<file path="config.mk">
export PLATFORM = sky130hd
export DESIGN_NAME = tile_scheduler
export DESIGN_NICKNAME = d
export VERILOG_FILES = /design/src/rtl/tile_scheduler.sv
export SDC_FILE = /design/constraint.sdc
export NUM_CORES = 1
export LEC_CHECK = 0
export CORE_MARGIN = 2
export CORE_UTILIZATION = 26
export CTS_BUF_LIST = sky130_fd_sc_hd__clkbuf_8
export CTS_CLUSTER_SIZE = 20
export DETAILED_ROUTE_END_ITERATION = 10
export GPL_TIMING_DRIVEN = 0
export PLACE_DENSITY = 0.47
export SYNTH_ARGS = -nofsm -noshare
export SYNTH_HDL_FRONTEND = slang
export SYNTH_SLANG_ARGS = --single-unit
</file>
<file path="constraint.sdc">
create_clock -name clk -period 2.6 [get_ports clk]
set_clock_uncertainty 0.2 [all_clocks]
set_input_delay 0.52 -clock clk [delete_from_list [all_inputs] [get_ports clk]]
set_output_delay 0.52 -clock clk [all_outputs]
set_load 0.01 [all_outputs]
</file>
<file path="src/rtl/tile_scheduler.sv">
// tile_scheduler: raster-order sequencer that drives one tile_processor over a grid of up to 8x8 tiles.
// Define TILE_SCHED_TIMEOUT_EN to enable the per-tile watchdog (sets sticky err_timeout).
module tile_scheduler #(
  parameter int unsigned TILE_W         = 3,
  parameter int unsigned TIMEOUT_CYCLES = 1024
) (
  input  logic                clk,
  input  logic                rst,
  input  logic                cmd_valid,
  output logic                cmd_ready,
  input  logic [2:0]          cmd_op,
  input  logic [TILE_W-1:0]   cmd_rows_m1,
  input  logic [TILE_W-1:0]   cmd_cols_m1,
  input  logic                abort,
  output logic                tp_start,
  output logic [TILE_W-1:0]   tp_tile_i,
  output logic [TILE_W-1:0]   tp_tile_j,
  output logic [2:0]          tp_op_code,
  input  logic                tp_done,
  output logic                busy,
  output logic                sched_done,
  output logic [2*TILE_W:0]   tiles_done,
  output logic                err_op,
  output logic                err_timeout
);

  localparam logic [2:0] OP_DOT = 3'd4;

  typedef enum logic [2:0] {
    S_IDLE,
    S_ISSUE,
    S_WAIT,
    S_NEXT,
    S_FINISH
  } state_t;

  state_t              state, state_nxt;
  logic [2:0]          op_q;
  logic [TILE_W-1:0]   rows_q, cols_q, i_q, j_q;
  logic [2*TILE_W:0]   count_q;
  logic                done_q;
  logic                err_op_q;
  logic                accept, op_legal, complete, timeout;

  assign accept   = (state == S_IDLE) && cmd_valid;
  assign op_legal = (cmd_op >= 3'd1) && (cmd_op <= 3'd4);
  assign complete = (state == S_WAIT) && tp_done && !done_q;

`ifdef TILE_SCHED_TIMEOUT_EN
  localparam int unsigned      TMR_W    = $clog2(TIMEOUT_CYCLES + 1);
  localparam logic [TMR_W-1:0] TMR_LAST = TMR_W'(TIMEOUT_CYCLES - 1);

  logic [TMR_W-1:0] timer_q;
  logic             err_timeout_q;

  assign timeout     = (state == S_WAIT) && !complete && (timer_q == TMR_LAST);
  assign err_timeout = err_timeout_q;

  // Timer sits at zero outside WAIT, so every WAIT entry starts a fresh count.
  always_ff @(posedge clk or posedge rst) begin
    if (rst) begin
      timer_q       <= '0;
      err_timeout_q <= 1'b0;
    end else begin
      if (state == S_WAIT) timer_q <= timer_q + TMR_W'(1);
      else                 timer_q <= '0;
      if (accept && op_legal)  err_timeout_q <= 1'b0;
      else if (timeout && !abort) err_timeout_q <= 1'b1;
    end
  end
`else
  assign timeout     = 1'b0;
  assign err_timeout = 1'b0;
`endif

  always_ff @(posedge clk or posedge rst) begin
    if (rst) state <= S_IDLE;
    else     state <= state_nxt;
  end

  always_comb begin
    state_nxt = state;
    if ((state != S_IDLE) && abort) begin
      state_nxt = S_IDLE;
    end else begin
      unique case (state)
        S_IDLE:   if (accept && op_legal) state_nxt = S_ISSUE;
        S_ISSUE:  state_nxt = S_WAIT;
        S_WAIT: begin
          if (complete)     state_nxt = S_NEXT;
          else if (timeout) state_nxt = S_IDLE;
        end
        S_NEXT:   state_nxt = ((j_q < cols_q) || (i_q < rows_q)) ? S_ISSUE : S_FINISH;
        S_FINISH: state_nxt = S_IDLE;
        default:  state_nxt = S_IDLE;
      endcase
    end
  end

  // done_q follows tp_done every cycle except the edge into ISSUE, so a level
  // still high from the previous tile is captured during ISSUE and never looks like a new edge.
  always_ff @(posedge clk or posedge rst) begin
    if (rst) begin
      op_q     <= '0;
      rows_q   <= '0;
      cols_q   <= '0;
      i_q      <= '0;
      j_q      <= '0;
      count_q  <= '0;
      done_q   <= 1'b0;
      err_op_q <= 1'b0;
    end else begin
      err_op_q <= accept && !op_legal;
      done_q   <= (state_nxt == S_ISSUE) ? 1'b0 : tp_done;
      if (accept && op_legal) begin
        op_q    <= cmd_op;
        rows_q  <= (cmd_op == OP_DOT) ? '0 : cmd_rows_m1;
        cols_q  <= (cmd_op == OP_DOT) ? '0 : cmd_cols_m1;
        i_q     <= '0;
        j_q     <= '0;
        count_q <= '0;
      end else if (!abort) begin
        if (complete) count_q <= count_q + (2*TILE_W+1)'(1);
        if (state == S_NEXT) begin
          if (j_q < cols_q) begin
            j_q <= j_q + TILE_W'(1);
          end else if (i_q < rows_q) begin
            j_q <= '0;
            i_q <= i_q + TILE_W'(1);
          end
        end
      end
    end
  end

  assign cmd_ready  = (state == S_IDLE);
  assign busy       = (state != S_IDLE);
  assign tp_start   = (state == S_ISSUE) && !abort;
  assign sched_done = (state == S_FINISH) && !abort;
  assign tp_tile_i  = i_q;
  assign tp_tile_j  = j_q;
  assign tp_op_code = op_q;
  assign tiles_done = count_q;
  assign err_op     = err_op_q;

endmodule

</file>
**Word-level counts from Yosys, hierarchy flattened**

Index checks and enable logic that the tools add are counted.

- Register bits: 27
- Bits of input ports: 14

- $add $sub $neg: 3
- $lt $le $gt $ge: 4
- Equal/unequal tests: 8
- Mux-type cells: 21
- Reduce and logical (&&, ||, !) cells: 22

Operators by type and width:

| cell | count |
|---|---|
| $mux W3 | 16 |
| $mux W7 | 3 |
| $pmux W3 S4 | 1 |
| $logic_and A1 B1 Y1 | 9 |
| $add A7 B1 Y7 const B | 1 |
| $add A3 B1 Y3 const B | 2 |
| $eq A3 B1 Y1 const B | 2 |
| $eq A3 B2 Y1 const B | 2 |
| $eq A3 B3 Y1 const B | 2 |
| $lt A3 B3 Y1 | 2 |
| $reduce_bool A2 Y1 | 3 |
| $reduce_bool A3 Y1 | 2 |
| $reduce_and A4 Y1 | 1 |
| $ge A3 B1 Y1 const B | 1 |
| $le A3 B3 Y1 const B | 1 |
| $logic_not A1 Y1 | 3 |
| $logic_not A3 Y1 | 1 |
| $reduce_and A3 Y1 | 1 |
| $ne A2 B1 Y1 const B | 1 |
| $ne A2 B2 Y1 const B | 1 |
| $reduce_and A2 Y1 | 1 |
| $logic_or A1 B1 Y1 | 1 |
| $mux W1 | 1 |

**Longest topological paths before layout**

Gate-level depths: netlist of the first run.

- Depth in word-level cells: 8
- Mapped depth: 7
- Depth with buffers taken out: 7

**Worst setup path after synthesis of the first run**

No wires, ideal clock.

- Kind: register to register
- Start: reg state[1]
- End: reg i_q[2] (netlist: tp_tile_i[2])
- Library setup time: 0.120 ns
- Data arrival time: 1.834 ns
- Data required time: 2.280 ns
- Slack: 0.446 ns
- Stages on the path, launching flop included: 8
- Clock period less this slack: 2.154 ns
- Path through: dfrtp_1 -> buf_6 -> or4b_4 -> or3_1 -> buf_6 -> nand2_2 -> a21oi_1 -> a31o_1

- Word-level cells in the longest chain between the ends: 5

Ends and longest elaborated chain:

| what | RTL line | text |
|---|---|---|
| from (decl) | 37 | `state_t state, state_nxt;` |
| from (signal assigned) | 78 | `else state <= state_nxt;` |
| $logic_not A3 Y1 | 45 | `assign accept = (state == S_IDLE) && cmd_valid;` |
| $logic_and A1 B1 Y1 | 45 |  |
| $logic_and A1 B1 Y1 | 115 | `if (accept && op_legal) begin` |
| $ne A2 B2 Y1 (no source line) (tied with other cells) | -- |  |
| $reduce_and A4 Y1 (no source line) | -- |  |
| to (signal assigned) | 129 | `i_q <= i_q + TILE_W'(1);` |
| to (decl) | 39 | `logic [TILE_W-1:0] rows_q, cols_q, i_q, j_q;` |

Several ways; a longest one is shown, not always the timed one.
A chain may end at the register's enable or synchronous reset.

**Final worst setup path of the first run**

- Start: reg state[0]
- End: out cmd_ready

- Word-level cells in the longest chain between the ends: 1

Ends and longest elaborated chain:

| what | RTL line | text |
|---|---|---|
| $logic_not A3 Y1 | 136 | `assign cmd_ready = (state == S_IDLE);` |
| to (decl) | 10 | `output logic cmd_ready,` |

No other way between the ends.

==> flow_metrics.env, run 1 <==
export IMPL_yosys_area_top_type="dfrtp_1"
export IMPL_clk_latency_ns=0.28
export IMPL_synth_most_common_cell="dfrtp_1"
export IMPL_synth_top_area_share_pct=48.2
export IMPL_synth_common_cells="27 x dfrtp_1, 21 x nand2_1, 14 x nor2_1"
export IMPL_start_util_pct=27.3
export IMPL_synth_main_ff_cell="dfrtp_1"
export IMPL_overflow=0
export IMPL_setup_viol=0
export IMPL_cts_tree="done"
export IMPL_switching_share_pct=36.4
export IMPL_synth_seq_area_share_pct=48.2
export IMPL_design_area_um2=1870
export IMPL_cts_sinks=27
export IMPL_max_cap_violations=0
export IMPL_period_share_pct=95.3
export IMPL_grt_max_degree=28
export IMPL_fin_total_pwr_uw=1600
export IMPL_drtIter0Drc=30
export IMPL_finalCriticalPeriod_ns=2.48
export IMPL_fin_cells=254
export IMPL_crit_arrival_ns=1.76
export IMPL_core_um2=5140
export IMPL_nets=206
export IMPL_hold_viol=0
export IMPL_cts_buffers=3
export IMPL_synthCells=146
export IMPL_setup_ws_ns=0.123
export IMPL_drive_above_1_share_pct=7.07
export IMPL_asyncSetResetFlopFracSynth_pct=100
export IMPL_fp_dieW_um=77.4
export IMPL_place_hpwl_um=2350
export IMPL_crit_path_cell_trace="buf_4, or3_1, inv_1, clkdlybuf4s50_1"
export IMPL_cp_slowest_stage_delay_ns=0.52
export IMPL_area_delta_synth_final_pct=33.7
export IMPL_switchingPower_uw=583
export IMPL_synth_area_per_cell_um2=9.60
export IMPL_synth_top_cells_by_area="dfrtp_1 48%, ha_1 6.3%, nand2_1 5.6%, nand3_1 3.9%, nor2_1 3.8%"
export IMPL_rsz0062_at_grt="no"
export IMPL_p_comb_share_pct=46.8
export IMPL_clk_pin_slew_ns=0.10
export IMPL_synth_edf_count=0
export IMPL_grt_pass1_wl_um=5330
export IMPL_viasPerCell=4.43
export IMPL_end_kind="primary output"
export IMPL_p_per_area_nw_per_um2=855
export IMPL_grtUsageTotal_pct=10.8
export IMPL_syn_area_um2=1400
export IMPL_synth_fp_nets=167
export IMPL_portBuffers=34
export IMPL_yosysWarnings=0
export IMPL_vdd_ir_drop_max_mv=0.433
export IMPL_ant_nets=0
export IMPL_totalWireLength_um=3120
export IMPL_fmax_mhz=404
export IMPL_worst_hold_path_type="reg -> reg"
export IMPL_via_count=1126
export IMPL_avgRoutedWirePerCell_um=12.3
export IMPL_relSlewSlack_pct=27.3
export IMPL_status="finished clean"
export IMPL_boundaryPins=36
export IMPL_placed_area_um2=1830
export IMPL_worst_setup_path_type="reg -> out"
export IMPL_crit_family="buffers and inverters"
export IMPL_cts_root_buf="clkbuf_8"
export IMPL_antenna_found_initial=0
export IMPL_die_height_um=77.4
export IMPL_slew_violations=0
export IMPL_power_internal_uw=1020
export IMPL_gp_congestion=0.708
export IMPL_cp_max_fo=10
export IMPL_utilization_pct=36.4
export IMPL_tightest_slew_ns=1.09
export IMPL_worstPathRequired_ns=1.88
export IMPL_drc=0
export IMPL_dp_cells=250
export IMPL_critPathBufInv=3
export IMPL_ys_types=35
export IMPL_power_frac_clock_pct=15.3
export IMPL_clock_path_buffers=2
export IMPL_grt_pass1_vias=1188
export IMPL_first_pass_iters=4
export IMPL_antenna_cells=0
export IMPL_rows=26
export IMPL_p_seq_share_pct=37.8
export IMPL_cp_slowest_cell="clkdlybuf4s50_1"
export IMPL_die_area_um2=5990
export IMPL_cp_start_kind="flip-flop"
export IMPL_dp_slack_ns=-0.122
export IMPL_leakage_uw=0.000852
export IMPL_ys_ff_latch=27
export IMPL_h_tree_depth=1
-- through the flow --
stage               TNS, ns  hold slack (ns)
detailed placement    -1.02            0.253
global route              0            0.304
global placement     -0.685            0.250
finish                    0            0.276
CTS                       0            0.279
floorplan                 0            0.230
-- area by class of cell --
class,count,area [um2]
fill,561,3270
buffer,6,46.3
inverter,7,26.3
timing repair buffer,34,338
clock inverter,1,5.00
clock buffer,3,41.3
sequential,27,676
multi-input combinational,106,653
tap,70,87.6
-- worst reg2reg max path: cells and delay by family, from the launching register on --
kind	cells	cell delay, ns
fa+ha+maj	1	0.31
flops	1	0.44
simple gates	2	0.65
compound gates	3	0.68
-- cell usage in the layout (no fill, tap or decap), types with 2 or more instances in the layout --
| cell | instances |
|---|---|
| mux2i_1 | 3 |
| o21a_1 | 2 |
| dfrtp_1 | 27 |
| dlygate4sd2_1 | 2 |
| buf_6 | 2 |
| ha_1 | 7 |
| nor2b_1 | 4 |
| nand2_1 | 21 |
| inv_1 | 7 |
| o21ai_0 | 8 |
| nand3_1 | 11 |
| buf_4 | 2 |
| clkbuf_8 | 3 |
| or3_1 | 3 |
| a21oi_1 | 5 |
| xnor2_1 | 5 |
| nor4b_1 | 3 |
| nor3_1 | 4 |
| nor2_1 | 14 |
| clkdlybuf4s50_1 | 32 |
-- registers in the layout (all words and copies together) (netlist names) --
name / cells
tp_op_code: 3
rows_q: 3
done_q: 1
err_op: 1
tp_tile_i: 3
tp_tile_j: 3
cols_q: 3
state: 3
tiles_done: 7
-- worst paths after layout --
path | depth (start not counted) | startpoint | to | slack (ns)
setup / recovery | 4 | state[0] | cmd_ready | 0.12
hold / removal | 2 | rows_q[0] | rows_q[0] | 0.28
setup reg to reg | 6 | tp_tile_j[2] | tp_tile_i[2] | 0.21
hold reg to reg | 2 | rows_q[0] | rows_q[0] | 0.28
max in group asynchronous | 2 | rst | state[1] | 0.92
min in group asynchronous | 2 | rst | tp_tile_i[1] | 0.62
-- power by group through the flow --
stage / logic, uW / clock network, uW / registers [uW]
finish: 750 / 246 / 606
global route: 851 / 265 / 621
CTS: 760 / 253 / 608
detailed placement: 761 / 0 / 616
global placement: 745 / 0 / 611
floorplan: 452 / 0 / 625
-- per-layer routing --
layer	routed length, um	up-vias	GRT usage, %
li1	-	571	-
met1	1360	513	13.5
met2	1560	40	19.4
met3	202	2	2.79
met4	7	0	0.893
met5	0	-	0
-- what timing repair did --
action	CTS	global route
endpoints found under the setup margin	2	0
setup buffers	0	0
gates resized for setup	2	0
hold buffers	0	0
-- cells by family after synthesis --
group                    synth area share [%]
buffers and inverters                    5.18
multiplexers                             2.14
AO/OA/AOI/OAI                            9.11
XOR/XNOR                                 3.75
AND/OR/NAND/NOR                          25.1
other                                   0.268
flip-flops                               48.2
adder cells (fa/ha/maj)                  6.25
(Power assumes the default switching activity.)
==> run 2, diff against run 1 <==
- CTS_BUF_LIST: sky130_fd_sc_hd__clkbuf_8 -> sky130_fd_sc_hd__clkbuf_4 sky130_fd_sc_hd__clkbuf_8
- PLACE_DENSITY: 0.47 -> not set
==> run 2 against run 1 <==
Compared with the run above: clock-buffer cell count unchanged; cell count unchanged; maximum frequency down 0.50%; clock power down 5%; non-clock buffer count unchanged.
==> flow_metrics.env, run 2 (same netlist as run 1, synthesis figures left out) <==
export IMPL_status="finished clean"
export IMPL_nets=206
export IMPL_avgRoutedWirePerCell_um=11.5
export IMPL_fin_tns_setup_ns=0
export IMPL_whs_ns=0.262
export IMPL_hold_viol=0
export IMPL_rows=26
export IMPL_start_util_pct=27.3
export IMPL_vdd_ir_drop_max_mv=0.329
export IMPL_rsz0062_at_grt="no"
export IMPL_mostFrequentLayoutCells="32 x clkdlybuf4s50_1, 27 x dfrtp_1, 21 x nand2_1"
export IMPL_clock_path_buffers=2
export IMPL_core_um2=5140
export IMPL_overflow=0
export IMPL_ant_nets=0
export IMPL_worstPathRequired_ns=1.88
export IMPL_placed_area_um2=1830
export IMPL_grt_max_degree=28
export IMPL_viasPerCell=4.45
export IMPL_p_per_area_nw_per_um2=844
export IMPL_largest_reg_flops=7
export IMPL_relSlewSlack_pct=31.5
export IMPL_place_hpwl_um=2250
export IMPL_clk_latency_ns=0.27
export IMPL_period_share_pct=95.7
export IMPL_design_area_um2=1890
export IMPL_max_cap_violations=0
export IMPL_cp_start_kind="flip-flop"
export IMPL_utilization_pct=36.7
export IMPL_grt_pass1_vias=1041
export IMPL_totalWireLength_um=2920
export IMPL_end_kind="primary output"
export IMPL_holdBufCountCts=0
export IMPL_slew_violations=0
export IMPL_gp_congestion=0.757
export IMPL_drc=0
export IMPL_crit_arrival_ns=1.77
export IMPL_worst_setup_path_type="reg -> out"
export IMPL_boundaryPins=36
export IMPL_fmax_mhz=402
export IMPL_portBuffers=34
export IMPL_first_pass_iters=4
export IMPL_setup_viol=0
export IMPL_h_tree_depth=1
export IMPL_final_common_cell="clkdlybuf4s50_1"
export IMPL_area_delta_synth_final_pct=34.6
export IMPL_die_area_um2=5990
export IMPL_finalCriticalPeriod_ns=2.49
export IMPL_tightest_slew_ns=1.03
export IMPL_leakage_uw=0.000881
export IMPL_cts_tree="done"
export IMPL_antenna_found_initial=0
export IMPL_antenna_cells=0
export IMPL_fp_dieW_um=77.4
export IMPL_grtUsageTotal_pct=10.2
export IMPL_via_count=1130
export IMPL_cts_root_buf="clkbuf_8"
export IMPL_die_height_um=77.4
export IMPL_cp_max_fo=10
export IMPL_worst_hold_path_type="reg -> reg"
export IMPL_drtIter0Drc=59
export IMPL_grt_pass1_wl_um=4910
export IMPL_clk_pin_slew_ns=0.09
export IMPL_cts_sinks=27
export IMPL_drive_above_1_share_pct=7.61
export IMPL_cts_buffers=3
[run 2: stage by stage]
stage	std cells	total power, uW	worst slack [ns]
3_5_place_dp	250	1380	-0.126
6_report	254	1590	0.111
5_1_grt	254	1730	0.0259
3_3_place_gp	250	1360	-0.134
2_1_floorplan	146	1080	0.446
4_1_cts	254	1620	0.0163
[run 2: area by class of cell]
type	count	area, um2
fill	557	3250
sequential	27	676
multi-input combinational	106	659
timing repair buffer	34	345
tap	70	87.6
buffer	6	46.3
clock buffer	3	41.3
inverter	7	26.3
clock inverter	1	5.00
[run 2: final timing paths]
check | start | end | slack, ns | cells after the start
max reg2reg | tp_tile_i[2] | tp_tile_i[2] | 0.29 | 6
min | rows_q[0] | rows_q[0] | 0.26 | 2
min reg2reg | rows_q[0] | rows_q[0] | 0.26 | 2
min in group asynchronous | rst | tiles_done[4] | 0.59 | 2
max | state[0] | cmd_ready | 0.11 | 4
max in group asynchronous | rst | tp_tile_i[2] | 0.99 | 2
[run 2: critical path, cell delays in order (launching register included)]
cell and delay (ns):
dfrtp_1 0.37, buf_4 0.16, or3_1 0.36, inv_1 0.07
clkdlybuf4s50_1 0.53
[run 2: timing repair]
action                                  4_1_cts  5_1_grt
endpoints found under the setup margin        0        2
gates resized for setup                       0        3
buffers inserted                              0        0
[run 2: routing by layer]
layer	up-vias	part of all wire [%]	track usage [%]
met2	29	49	17.7
met5	-	0	0
met4	0	0.48	1.61
met3	4	4.7	3.02
met1	525	46	12.8
li1	572	-	-
[run 2: where the power goes]
group	leakage, uW	total [uW]	switching, uW	internal (uW)
Sequential	0.000357	604	70.5	534
Clock	0.0000255	233	126	107
Combinational	0.000498	755	374	381
==> run 3, diff against run 2 <==
- CTS_CLUSTER_SIZE: 20 -> 10
==> results of run 3 <==
The final DEF is identical to that of run 2; final timing and power are the same.
